### config.mk
export PLATFORM = sky130hd
export DESIGN_NAME = snoop_responder_flat
export DESIGN_NICKNAME = d
export VERILOG_FILES = /design/src/rtl/snoop_responder_if.sv /design/src/rtl/snoop_responder.sv /design/src/flat_wrapper.sv
export SDC_FILE = /design/constraint.sdc
export NUM_CORES = 1
export LEC_CHECK = 0
export BUFFER_PORTS_ARGS = -buffer_cell sky130_fd_sc_hd__buf_2
export CAP_MARGIN = 30
export CORE_ASPECT_RATIO = 1.5
export CORE_UTILIZATION = 35
export DETAILED_ROUTE_END_ITERATION = 10
export HOLD_SLACK_MARGIN = 0.1
export PLACE_DENSITY = 0.69
export SYNTH_ARGS = -nofsm -noshare
export SYNTH_HDL_FRONTEND = slang
export SYNTH_SLANG_ARGS = --single-unit
### constraint.sdc
create_clock -name CLK -period 3.6 [get_ports CLK]
set_input_delay 0.36 -clock CLK [delete_from_list [all_inputs] [get_ports CLK]]
set_output_delay 0.36 -clock CLK [all_outputs]
set_load 0.02 [all_outputs]
### src/rtl/snoop_responder_if.sv
// Coherence-bus, dcache tag/state array and flush-port signals for one snoop_responder.
// The slave modport is the responder side; master is the controller/dcache side.
interface snoop_responder_if #(
  parameter int SETS = 8
);
  localparam int IW = $clog2(SETS);
  localparam int TW = 29 - IW;

  logic                     ccwait;
  logic [31:0]              ccsnoopaddr;
  logic                     ccinv;
  logic                     dwait;
  logic [IW-1:0]            snp_idx;
  logic [1:0][TW-1:0]       snp_tag;
  logic [1:0][1:0]          snp_state;
  logic [1:0][31:0]         snp_word;
  logic                     snp_way;
  logic                     st_we;
  logic [1:0]               st_next;
  logic                     cctrans;
  logic                     ccwrite;
  logic [31:0]              daddr;
  logic [31:0]              dstore;
  logic                     snoop_active;

  modport slave (
    input  ccwait, ccsnoopaddr, ccinv, dwait, snp_tag, snp_state, snp_word,
    output snp_idx, snp_way, st_we, st_next, cctrans, ccwrite, daddr, dstore, snoop_active
  );

  modport master (
    output ccwait, ccsnoopaddr, ccinv, dwait, snp_tag, snp_state, snp_word,
    input  snp_idx, snp_way, st_we, st_next, cctrans, ccwrite, daddr, dstore, snoop_active
  );
endinterface

### src/rtl/snoop_responder.sv
// Cache-side snoop responder: looks up tag/MSI state, answers the coherence controller,
// flushes a Modified 2-word block and writes back the next MSI state.
module snoop_responder #(
  parameter int SETS = 8,
  parameter int WAYS = 2
) (
  input  logic              CLK,
  input  logic              RST,
  snoop_responder_if.slave  bus
);
  localparam int IW = $clog2(SETS);
  localparam int TW = 29 - IW;

  localparam logic [1:0] ST_I = 2'b00;
  localparam logic [1:0] ST_S = 2'b01;
  localparam logic [1:0] ST_M = 2'b10;

  typedef enum logic [2:0] {
    IDLE, LOOKUP, FLUSH0, FLUSH1, RESP, UPDATE, DONE
  } state_e;

  state_e       state_q, state_d;
  logic [28:0]  blk_q, blk_d;
  logic         inv_q, inv_d;
  logic         hit_q, hit_d;
  logic         way_q, way_d;
  logic         cctrans_q, cctrans_d;
  logic         ccwrite_q, ccwrite_d;
  logic         st_we_q, st_we_d;
  logic [1:0]   st_next_q, st_next_d;
  logic         active_q, active_d;
  logic [31:0]  daddr_q, daddr_d;

  // Byte/word offset never matters: the whole block is flushed from its base.
  logic unused_offset;
  assign unused_offset = ^bus.ccsnoopaddr[2:0];

  logic [TW-1:0]   addr_tag;
  logic [WAYS-1:0] way_hit;
  logic            look_hit;
  logic            hit_way;
  logic            hit_m;

  assign addr_tag = blk_q[28:IW];

  for (genvar w = 0; w < WAYS; w++) begin : g_way
    assign way_hit[w] = (bus.snp_tag[w] == addr_tag) && (bus.snp_state[w] != ST_I);
  end

  // Way0 wins when both ways match.
  assign look_hit = |way_hit;
  assign hit_way  = ~way_hit[0];
  assign hit_m    = look_hit && (bus.snp_state[hit_way] == ST_M);

  always_comb begin
    state_d = state_q;
    blk_d   = blk_q;
    inv_d   = inv_q;
    hit_d   = hit_q;
    way_d   = way_q;
    case (state_q)
      IDLE: begin
        if (bus.ccwait) begin
          blk_d   = bus.ccsnoopaddr[31:3];
          inv_d   = bus.ccinv;
          state_d = LOOKUP;
        end
      end
      LOOKUP: begin
        if (!bus.ccwait) begin
          state_d = IDLE;
        end else begin
          hit_d   = look_hit;
          way_d   = look_hit ? hit_way : 1'b0;
          state_d = hit_m ? FLUSH0 : RESP;
        end
      end
      // A dropped ccwait is ignored here so memory never sees a torn block.
      FLUSH0: if (!bus.dwait) state_d = FLUSH1;
      FLUSH1: if (!bus.dwait) state_d = UPDATE;
      RESP: begin
        if (!bus.ccwait)    state_d = IDLE;
        else if (hit_q)     state_d = UPDATE;
        else                state_d = DONE;
      end
      UPDATE: state_d = DONE;
      DONE:   if (!bus.ccwait) state_d = IDLE;
      default: state_d = IDLE;
    endcase

    cctrans_d = state_d inside {FLUSH0, FLUSH1, RESP};
    ccwrite_d = state_d inside {FLUSH0, FLUSH1};
    st_we_d   = (state_d == UPDATE);
    st_next_d = (state_d == UPDATE) ? (inv_d ? ST_I : ST_S) : ST_I;
    active_d  = (state_d != IDLE);
    case (state_d)
      FLUSH0:  daddr_d = {blk_d, 3'b000};
      FLUSH1:  daddr_d = {blk_d, 3'b100};
      default: daddr_d = '0;
    endcase
  end

  always_ff @(posedge CLK) begin
    if (RST) begin
      state_q   <= IDLE;
      blk_q     <= '0;
      inv_q     <= 1'b0;
      hit_q     <= 1'b0;
      way_q     <= 1'b0;
      cctrans_q <= 1'b0;
      ccwrite_q <= 1'b0;
      st_we_q   <= 1'b0;
      st_next_q <= ST_I;
      active_q  <= 1'b0;
      daddr_q   <= '0;
    end else begin
      state_q   <= state_d;
      blk_q     <= blk_d;
      inv_q     <= inv_d;
      hit_q     <= hit_d;
      way_q     <= way_d;
      cctrans_q <= cctrans_d;
      ccwrite_q <= ccwrite_d;
      st_we_q   <= st_we_d;
      st_next_q <= st_next_d;
      active_q  <= active_d;
      daddr_q   <= daddr_d;
    end
  end

  assign bus.snp_idx      = blk_q[IW-1:0];
  assign bus.snp_way      = way_q;
  assign bus.st_we        = st_we_q;
  assign bus.st_next      = st_next_q;
  assign bus.cctrans      = cctrans_q;
  assign bus.ccwrite      = ccwrite_q;
  assign bus.daddr        = daddr_q;
  assign bus.snoop_active = active_q;

  // Data array read is combinational on (snp_idx, snp_way), both already settled in flush states.
  assign bus.dstore = (state_q == FLUSH0) ? bus.snp_word[0] :
                      (state_q == FLUSH1) ? bus.snp_word[1] : '0;
endmodule
### src/flat_wrapper.sv
// flat-port wrapper written by rule: the top's interface ports become plain ports
module snoop_responder_flat 
#(
  parameter int SETS = 8,
  parameter int WAYS = 2
)
  (CLK, RST, bus_ccwait, bus_ccsnoopaddr, bus_ccinv, bus_dwait, bus_snp_tag, bus_snp_state, bus_snp_word, bus_snp_idx, bus_snp_way, bus_st_we, bus_st_next, bus_cctrans, bus_ccwrite, bus_daddr, bus_dstore, bus_snoop_active);
  snoop_responder_if #(.SETS(SETS)) bus_i ();
  input  logic CLK;
  input  logic RST;
  input wire logic [$bits(bus_i.ccwait)-1:0] bus_ccwait;
  input wire logic [$bits(bus_i.ccsnoopaddr)-1:0] bus_ccsnoopaddr;
  input wire logic [$bits(bus_i.ccinv)-1:0] bus_ccinv;
  input wire logic [$bits(bus_i.dwait)-1:0] bus_dwait;
  input wire logic [$bits(bus_i.snp_tag)-1:0] bus_snp_tag;
  input wire logic [$bits(bus_i.snp_state)-1:0] bus_snp_state;
  input wire logic [$bits(bus_i.snp_word)-1:0] bus_snp_word;
  output wire logic [$bits(bus_i.snp_idx)-1:0] bus_snp_idx;
  output wire logic [$bits(bus_i.snp_way)-1:0] bus_snp_way;
  output wire logic [$bits(bus_i.st_we)-1:0] bus_st_we;
  output wire logic [$bits(bus_i.st_next)-1:0] bus_st_next;
  output wire logic [$bits(bus_i.cctrans)-1:0] bus_cctrans;
  output wire logic [$bits(bus_i.ccwrite)-1:0] bus_ccwrite;
  output wire logic [$bits(bus_i.daddr)-1:0] bus_daddr;
  output wire logic [$bits(bus_i.dstore)-1:0] bus_dstore;
  output wire logic [$bits(bus_i.snoop_active)-1:0] bus_snoop_active;
  assign bus_i.ccwait = bus_ccwait;
  assign bus_i.ccsnoopaddr = bus_ccsnoopaddr;
  assign bus_i.ccinv = bus_ccinv;
  assign bus_i.dwait = bus_dwait;
  assign bus_i.snp_tag = bus_snp_tag;
  assign bus_i.snp_state = bus_snp_state;
  assign bus_i.snp_word = bus_snp_word;
  assign bus_snp_idx = bus_i.snp_idx;
  assign bus_snp_way = bus_i.snp_way;
  assign bus_st_we = bus_i.st_we;
  assign bus_st_next = bus_i.st_next;
  assign bus_cctrans = bus_i.cctrans;
  assign bus_ccwrite = bus_i.ccwrite;
  assign bus_daddr = bus_i.daddr;
  assign bus_dstore = bus_i.dstore;
  assign bus_snoop_active = bus_i.snoop_active;
  snoop_responder #(.SETS(SETS), .WAYS(WAYS)) u_core (.CLK(CLK), .RST(RST), .bus(bus_i));
endmodule
==> results of run 1 <==
critical path: stages, from the launching register on:
cell and delay [ns]:
dfxtp_1 0.33, xnor2_1 0.28, nand2_1 0.10, a2111o_1 0.40, or4_1 0.56, a211oi_4 0.53, buf_4 0.36, nor2_1 0.09
through the flow:
stage / util (%) / area (µm²)
detailed placement: 48.1 / 4630
floorplan: - / 3460
finish: 51.0 / 4910
global placement: 48.1 / 4630
global route: 51.0 / 4910
CTS: 51.0 / 4910
layout by cell type, fill, tap and decap left out, types with 2 or more instances in the layout:
cell type and count:
conb_1 3, dfxtp_1 70, nor4_1 18, nand2b_1 3
inv_1 6, and3_1 3, nor2b_1 3, a21o_1 2
nor2_2 2, nand4_1 4, a211oi_1 3, or4_1 2
nand3_1 5, a22o_1 33, clkinvlp_4 4, nor2_1 37
nor3_1 5, xnor2_1 10, clkbuf_16 9, buf_2 224
nand2_1 94, o2111ai_1 2, a21oi_1 32, buf_4 5
xor2_1 43, o21ai_0 2, diode_2 2
cell usage after synthesis, types with 2 or more instances:
cell	instances
nor3_1	6
a22o_1	33
dfxtp_1	70
a211oi_1	3
and3_1	3
nand2b_1	3
nor2_1	39
nand2_1	94
nand3_1	5
clkbuf_1	19
xnor2_1	10
inv_1	6
o21ai_0	2
buf_4	7
buf_1	2
or4_1	2
a21o_1	2
nor2b_1	3
nand4_1	4
xor2_1	43
a21oi_1	32
nor4_1	18
o2111ai_1	2
per-layer routing:
| metal | GRT usage (%) | part of all wire, % | up-vias |
|---|---|---|---|
| met3 | 8.48 | 10 | 20 |
| met2 | 44.7 | 50 | 205 |
| met5 | 0 | 0.28 | - |
| met1 | 28.2 | 38 | 1756 |
| met4 | 8.08 | 1.7 | 6 |
| li1 | - | - | 1886 |
report_power, final:
group	switching, µW	internal [µW]
registers	42.2	810
clock network	340	469
logic	235	167
kinds of logic after synthesis:
| family | after synthesis | synth area share, % |
|---|---|---|
| buffers and inverters | 36 | 4.93 |
| AO/OA/AOI/OAI | 84 | 17.5 |
| multiplexers | 1 | 0.290 |
| XOR/XNOR | 53 | 13.4 |
| other | 1 | 0.109 |
| AND/OR/NAND/NOR | 182 | 23.2 |
| flip-flops | 70 | 40.6 |
final cells by class:
class / instances / area share (%)
inverters: 6 / 0.458
diodes: 2 / 0.102
clock inverters: 6 / 0.967
repair buffers: 229 / 23.6
well taps: 115 / 2.93
flip-flops and latches: 70 / 28.5
multi-input cells: 323 / 38.8
clock buffers: 10 / 4.66
worst max-delay path by stage:
stage | startpoint | end | slack [ns] | depth (start not counted)
after floorplan | bus_snp_tag[9] | u_core.bus.daddr[10]$_SDFF_PP0_ | 1.46 | 8
after global placement | bus_snp_tag[14] | u_core.bus.daddr[24]$_SDFF_PP0_ | 0.78 | 8
after detailed placement | bus_snp_tag[14] | u_core.bus.daddr[25]$_SDFF_PP0_ | 0.72 | 8
after CTS | u_core.blk_q[7]$_SDFF_PP0_ | u_core.bus.daddr[25]$_SDFF_PP0_ | 0.86 | 7
after global routing | u_core.blk_q[7]$_SDFF_PP0_ | u_core.bus.daddr[11]$_SDFF_PP0_ | 0.70 | 7
final | u_core.blk_q[7]$_SDFF_PP0_ | u_core.bus.daddr[7]$_SDFF_PP0_ | 0.83 | 7
==> flow_summary_export.csv, run 1 <==
group,metric,value,unit
worst_setup_path,reg2reg_to,"u_core.bus.daddr[7]$_SDFF_PP0_",
route,ant_nets,0,
worst_hold_path,hold_start,"bus_ccsnoopaddr[15]",
timing,period_needed,2.77,ns
global_route,grt_pass1_vias,3703,
die,die-area,0.0103,mm²
timing,fin_ws,0.833,ns
worst_setup_path,ff2ff_setup_slack,0.83,ns
timing,rsz0062_at_grt,"false",
timing,tns,0,ns
worst_hold_path,holdPathStages,3,
synthesis,synthArstFlopShare,0,%
worst_setup_path,r2r_cells,7,
synthesis,synth_edf_count,0,
timing,timing.final.crit_share,76.9,%
timing,hold_violations,0,
timing,skew,0.00818,ns
synthesis,ys_seq_area_share,40.6,%
cts,cts_hold_buf,0,
finish,finalNonFillerCells,761,
global_route,overflow,0,
global_route,grt_first_pass_wirelength,19200,µm
power,power.density,420,mW/mm²
timing,worst_pin_slew,0.791,ns
place,io_buffers,224,
timing,fmax,361,MHz
cts,clk_pin_slew,0.06,ns
synthesis,yosys_register_bits,70,
route,dr.pass1.iters,7,
finish,seq_area,0.00140,mm²
synthesis,syn_inst,427,
timing,slew_headroom,47.2,%
global_route,grt_max_degree,39,
global_route,antenna_found_initial,5,
die,rows,44,
global_route,track_usage,25.1,%
synthesis,syn_area,0.00345,mm²
die,ios,231,
cts,worstSkewPairLatency,0.33,ns
finish,area_delta_synth_final,42.3,%
finish,largest_reg_flops,30,
route,vias,3873,
die,coreArea,0.00963,mm²
timing,hold_ws,0.290,ns
worst_hold_path,holdPathEnd,"u_core.blk_q[12]$_SDFF_PP0_",
timing,finalSetupViolations,0,
finish,drive_gt1_share,39.1,%
synthesis,ys.flop_type,"dfxtp_1",
cts,root_buffer,"clkbuf_16",
route,avgViaCountPerCell,5.09,
die,die_h,124,µm
synthesis,syn_avg_cell_area,8.09,µm²
route,avgRoutedWirePerCell,17.1,µm
timing,maxSlewViolCount,0,
power,leakage,0.00238,µW
die,start_util,35.8,%
power,power.total,2060,µW
worst_setup_path,cp.required,3.81,ns
synthesis,yosys_warnings,0,
synthesis,synth_top_area_share,40.6,%
worst_setup_path,worstPathArrival,2.97,ns
finish,multi_input_area,0.00191,mm²
worst_setup_path,cp-start-kind,"register",
cts,cts_buffer_depth,2,
finish,fin_nets,796,
place,place_ws,0.721,ns
worst_setup_path,critPathMaxFanout,19,
place,dp.cells,743,
cts,htree_levels,3,
cts,cts_setup_buffers,0,
place,place.gp.congestion,1.01,
route,drc_errors,0,
power,irDropWorstVdd,294,µV
synthesis,synth_area_leaders,"dfxtp_1 41%, xor2_1 11%, nand2_1 10%",
synthesis,yosysTopAreaCell,"dfxtp_1",
job,cap_violations,0,
outcome,status,"finished clean",
cts,cts_tree,"done",
cts,cts_made_buffers,9,
worst_setup_path,path_class,"register to register",
worst_setup_path,endpoint_kind,"register",
finish,n_fill_cell,938,
die,die_w,83.1,µm
cts,cts.sinks,70,
route,wirelength,13000,µm
route,drtIter0Drc,165,
worst_setup_path,r2r-start,"u_core.blk_q[7]$_SDFF_PP0_",
worst_hold_path,hold_path.class,"input port to register",
place,hpwl,10600,µm
synthesis,ys_types,42,
cts,cts_resized,0,
Note: power is estimated with default switching activity, not from simulation.
==> run 2: changes to the inputs <==
PLACE_DENSITY = 0.72   (was 0.69)
clock period = 2.4 ns   (was 3.6 ns; I/O delays follow)
==> flow_summary_export.csv, run 2 (synthesis results as in run 1) <==
group,metric,value,unit
timing,skew,0.00768,ns
place,place_ws,0.0215,ns
worst_setup_path,cp-start-kind,"register",
route,wirelength,13500,µm
route,dr.pass1.iters,5,
job,cap_violations,0,
die,ios,231,
power,irDropWorstVdd,401,µV
timing,rsz0062_at_grt,"false",
worst_setup_path,endpoint_kind,"register",
global_route,antenna_found_initial,1,
global_route,grt_first_pass_wirelength,19600,µm
timing,worst_pin_slew,0.589,ns
worst_setup_path,crit_family,"simple AND/OR/NAND/NOR gates",
global_route,overflow,0,
timing,hold_violations,0,
route,ant_nets,0,
cts,root_buffer,"clkbuf_16",
finish,mostFrequentLayoutCell,"buf_2",
power,leakage,0.00250,µW
outcome,status,"finished clean",
route,avgViaCountPerCell,5.18,
place,dp.cells,760,
worst_setup_path,cp.required,2.62,ns
die,die_w,83.1,µm
route,drtIter0Drc,221,
worst_hold_path,holdPathStages,3,
global_route,grt_pass1_vias,3888,
die,rows,44,
timing,slew_headroom,60.4,%
cts,cts_buffer_depth,2,
global_route,grt_max_degree,33,
worst_setup_path,cp.depth,7,
worst_setup_path,crit_buf_inv,1,
timing,tns,0,ns
timing,fin_ws,0.0793,ns
cts,clk_pin_slew,0.06,ns
timing,finalSetupViolations,0,
cts,cts_tree,"done",
finish,drive_gt1_share,41.8,%
finish,largest_reg_flops,30,
worst_setup_path,worstPathArrival,2.54,ns
finish,area_delta_synth_final,47.8,%
finish,diodes,0,
die,coreArea,0.00963,mm²
worst_setup_path,ff2ff_setup_slack,0.08,ns
worst_setup_path,path_class,"register to register",
worst_setup_path,slowest_delay,0.58,ns
timing,fmax,431,MHz
cts,cts_setup_buffers,0,
timing,maxSlewViolCount,0,
cts,cts_made_buffers,9,
worst_setup_path,crit_slowest_cell,"or4_1",
worst_setup_path,path_cells,"xnor2_1 -> nand4_1 -> a2111o_1 -> or4_1 -> a211oi_4 -> buf_12 -> nor2_1",
cts,worstSkewPairLatency,0.33,ns
finish,n_fill_cell,932,
timing,hold_ws,0.168,ns
finish,finalNonFillerCells,776,
die,die-area,0.0103,mm²
finish,fin_nets,813,
finish,final_cell_mix,"224 x buf_2, 94 x nand2_1, 69 x dfxtp_1",
worst_setup_path,critPathMaxFanout,18,
timing,timing.final.crit_share,96.7,%
die,die_h,124,µm
power,power.density,619,mW/mm²
worst_hold_path,hold_path.class,"input port to register",
route,avgRoutedWirePerCell,17.4,µm
route,vias,4019,
cts,htree_levels,3,
place,io_buffers,224,
place,hpwl,10900,µm
global_route,track_usage,25.4,%
die,start_util,35.8,%
timing,period_needed,2.32,ns
cts,cts.sinks,70,
route,drc_errors,0,
worst_setup_path,r2r_cells,7,
place,place.gp.congestion,0.966,
-- run 2: power breakdown --
part / total, µW / switching [µW] / internal, µW / leakage, µW
sequential: 1270 / 57.9 / 1220 / 0.000570
clock: 1220 / 501 / 721 / 0.000130
combinational: 663 / 378 / 285 / 0.00180
total: 3160 / 938 / 2220 / 0.00250
-- run 2: path summary, 6_finish.rpt --
| path | start | endpoint |
|---|---|---|
| min | bus_ccsnoopaddr[19] | u_core.blk_q[16]$_SDFF_PP0_ |
| max reg2reg | u_core.blk_q[21]$_SDFF_PP0_ | u_core.bus.daddr[7]$_SDFF_PP0_ |
| max | u_core.blk_q[21]$_SDFF_PP0_ | u_core.bus.daddr[7]$_SDFF_PP0_ |
| min reg2reg | u_core.blk_q[1]$_SDFF_PP0_ | u_core.blk_q[1]$_SDFF_PP0_ |
-- run 2: cell type report --
cell class,instances,area [µm²],area share (%)
Timing Repair Buffer,246,1320,25.8
Multi-Input combinational cell,323,1940,38.1
Tap cell,115,144,2.82
Clock inverter,6,37.5,0.736
Inverter,6,22.5,0.441
Clock buffer,10,239,4.68
Sequential cell,70,1400,27.5
-- run 2: worst min-delay path: cells and delay by family --
kind	cells	cell delay (ns)
AOI/OAI and AO/OA	1	0.06
buffers and inverters	1	0.10
and+or+nand+nor	1	0.04
-- run 2: metrics by stage --
step / area (µm²) / total power, µW / util (%)
2_1_floorplan: 3460 / 1640 / -
3_3_place_gp: 4790 / 1940 / 49.7
3_5_place_dp: 4790 / 1950 / 49.7
4_1_cts: 5070 / 3180 / 52.6
5_1_grt: 5100 / 3310 / 53.0
6_report: 5100 / 3160 / 53.0
-- run 2: timing repair --
action / CTS / global route
gates resized for setup: 1 / 8
pin swaps: 0 / 0
setup endpoints to repair: 1 / 31
hold buffers: 0 / 0
-- run 2: routing by layer --
layer,wire length [µm],vias up,GRT usage (%)
met2,7030,222,47.4
met5,13,-,0
met4,349,2,9.91
li1,-,1916,-
met1,5000,1854,27.9
met3,1070,25,5.77
==> run 3: changes to the inputs <==
BUFFER_PORTS_ARGS = default   (was -buffer_cell sky130_fd_sc_hd__buf_2)
DONT_BUFFER_PORTS = 1   (was default)
PLACE_DENSITY = 0.54   (was 0.72)
==> flow_summary_export.csv, run 3 (synthesis results as in run 1) <==
group,metric,value,unit
worst_hold_path,hold_start,"bus_ccwait",
global_route,grt_first_pass_wirelength,17200,µm
route,avgRoutedWirePerCell,20.4,µm
place,place_ws,0.0520,ns
timing,hold_violations,0,
place,hpwl,9220,µm
worst_setup_path,r2r-start,"u_core.blk_q[21]$_SDFF_PP0_",
cts,root_buffer,"clkbuf_16",
cts,cts.sinks,70,
route,dr.max_layer_used,"met4",
finish,drive_gt1_share,12.9,%
timing,skew,0.00900,ns
route,wirelength,11900,µm
global_route,antenna_found_initial,1,
die,start_util,35.8,%
timing,maxSlewViolCount,0,
outcome,status,"finished clean",
finish,seq_area,0.00141,mm²
power,irDropWorstVdd,454,µV
worst_hold_path,hold_path.class,"input port to register",
timing,period_needed,2.29,ns
finish,area_delta_synth_final,26.5,%
global_route,track_usage,22.6,%
power,power.total,3070,µW
global_route,grt_max_degree,39,
route,met2WireLength,6550,µm
worst_setup_path,endpoint_kind,"register",
place,place.gp.congestion,0.965,
die,coreArea,0.00963,mm²
finish,n_fill_cell,977,
worst_setup_path,critPathMaxFanout,7,
timing,worst_pin_slew,0.542,ns
finish,fin_nets,618,
cts,clk_pin_slew,0.06,ns
power,power.density,702,mW/mm²
finish,mostFrequentLayoutCell,"nand2_1",
global_route,overflow,0,
route,wl_met3,766,µm
job,cap_violations,0,
timing,fmax,438,MHz
finish,multi_input_area,0.00199,mm²
cts,worstSkewPairLatency,0.34,ns
route,drc_errors,0,
place,io_buffers,0,
die,die-area,0.0103,mm²
route,vias,3221,
route,dr.pass1.iters,4,
route,ant_nets,0,
timing,fin_ws,0.114,ns
route,avgViaCountPerCell,5.54,
timing,slew_headroom,63.6,%
die,die_h,124,µm
die,ios,231,
route,met1_length,4030,µm
cts,cts_buffer_depth,2,
die,rows,44,
timing,finalSetupViolations,0,
worst_setup_path,worstPathArrival,2.52,ns
worst_setup_path,cp-start-kind,"register",
worst_setup_path,path_class,"register to register",
finish,final_cell_mix,"94 x nand2_1, 66 x dfxtp_1, 43 x xor2_1",
global_route,grt_pass1_vias,3232,
worst_setup_path,cp.required,2.63,ns
die,die_w,83.1,µm
finish,largest_reg_flops,30,
route,drtIter0Drc,125,
cts,htree_levels,3,
worst_setup_path,startpoint,"u_core.blk_q[21]$_SDFF_PP0_",
power,leakage,0.00167,µW
timing,timing.final.crit_share,95.2,%
cts,cts_tree,"done",
cts,cts_made_buffers,9,
worst_setup_path,ff2ff_setup_slack,0.11,ns
==> run 3: critical path, stage by stage (launching register included) <==
cell      delay (ns)
dfxtp_1         0.43
xnor2_2         0.15
nand4_1         0.10
a2111o_1        0.32
or4_4           0.55
a211oi_4        0.26
buf_4           0.16
buf_4           0.15
nor2_1          0.05
==> run 3: final cells by class <==
| type | count | share of cell area, % |
|---|---|---|
| antenna | 1 | 0.0573 |
| multi-input combinational | 323 | 45.6 |
| inverter | 6 | 0.515 |
| timing repair buffer | 51 | 12.0 |
| clock buffer | 10 | 5.47 |
| tap | 115 | 3.29 |
| clock inverter | 5 | 0.830 |
| sequential | 70 | 32.2 |
==> run 3: worst paths after layout <==
kind	endpoint	depth (start not counted)
max	u_core.bus.daddr[27]$_SDFF_PP0_	8
min	u_core.bus.snoop_active$_SDFF_PP0_	2
max reg2reg	u_core.bus.daddr[27]$_SDFF_PP0_	8
min reg2reg	u_core.blk_q[23]$_SDFF_PP0_	2
==> run 3: through the flow <==
| step | utilization [%] | setup TNS [ns] | std cells | hold slack, ns | area, µm² |
|---|---|---|---|---|---|
| floorplan | - | 0 | 429 | 0.394 | 3460 |
| global placement | 37.7 | 0 | 530 | 0.316 | 3630 |
| detailed placement | 37.7 | 0 | 530 | 0.320 | 3630 |
| CTS | 43.9 | 0 | 576 | 0.161 | 4230 |
| global route | 45.4 | -0.107 | 581 | 0.207 | 4370 |
| finish | 45.4 | 0 | 581 | 0.155 | 4370 |
==> run 3: timing repair <==
| action | 4_1_cts | 5_1_grt |
|---|---|---|
| hold buffers | 31 | 0 |
| setup endpoints to repair | 0 | 32 |
| resized for setup | 0 | 18 |
| setup buffers | 0 | 3 |
| hold endpoints to repair | 67 | 0 |
==> run 3: layer usage <==
| metal | track usage (%) | up-vias |
|---|---|---|
| li1 | - | 1523 |
| met1 | 21.6 | 1491 |
| met2 | 44.1 | 177 |
| met3 | 4.71 | 30 |
| met4 | 14.2 | 0 |
| met5 | 0 | - |
==> run 3: where the power goes <==
group          internal, µW  switching [µW]
combinational           227             307
sequential             1220            75.1
clock                   721             520
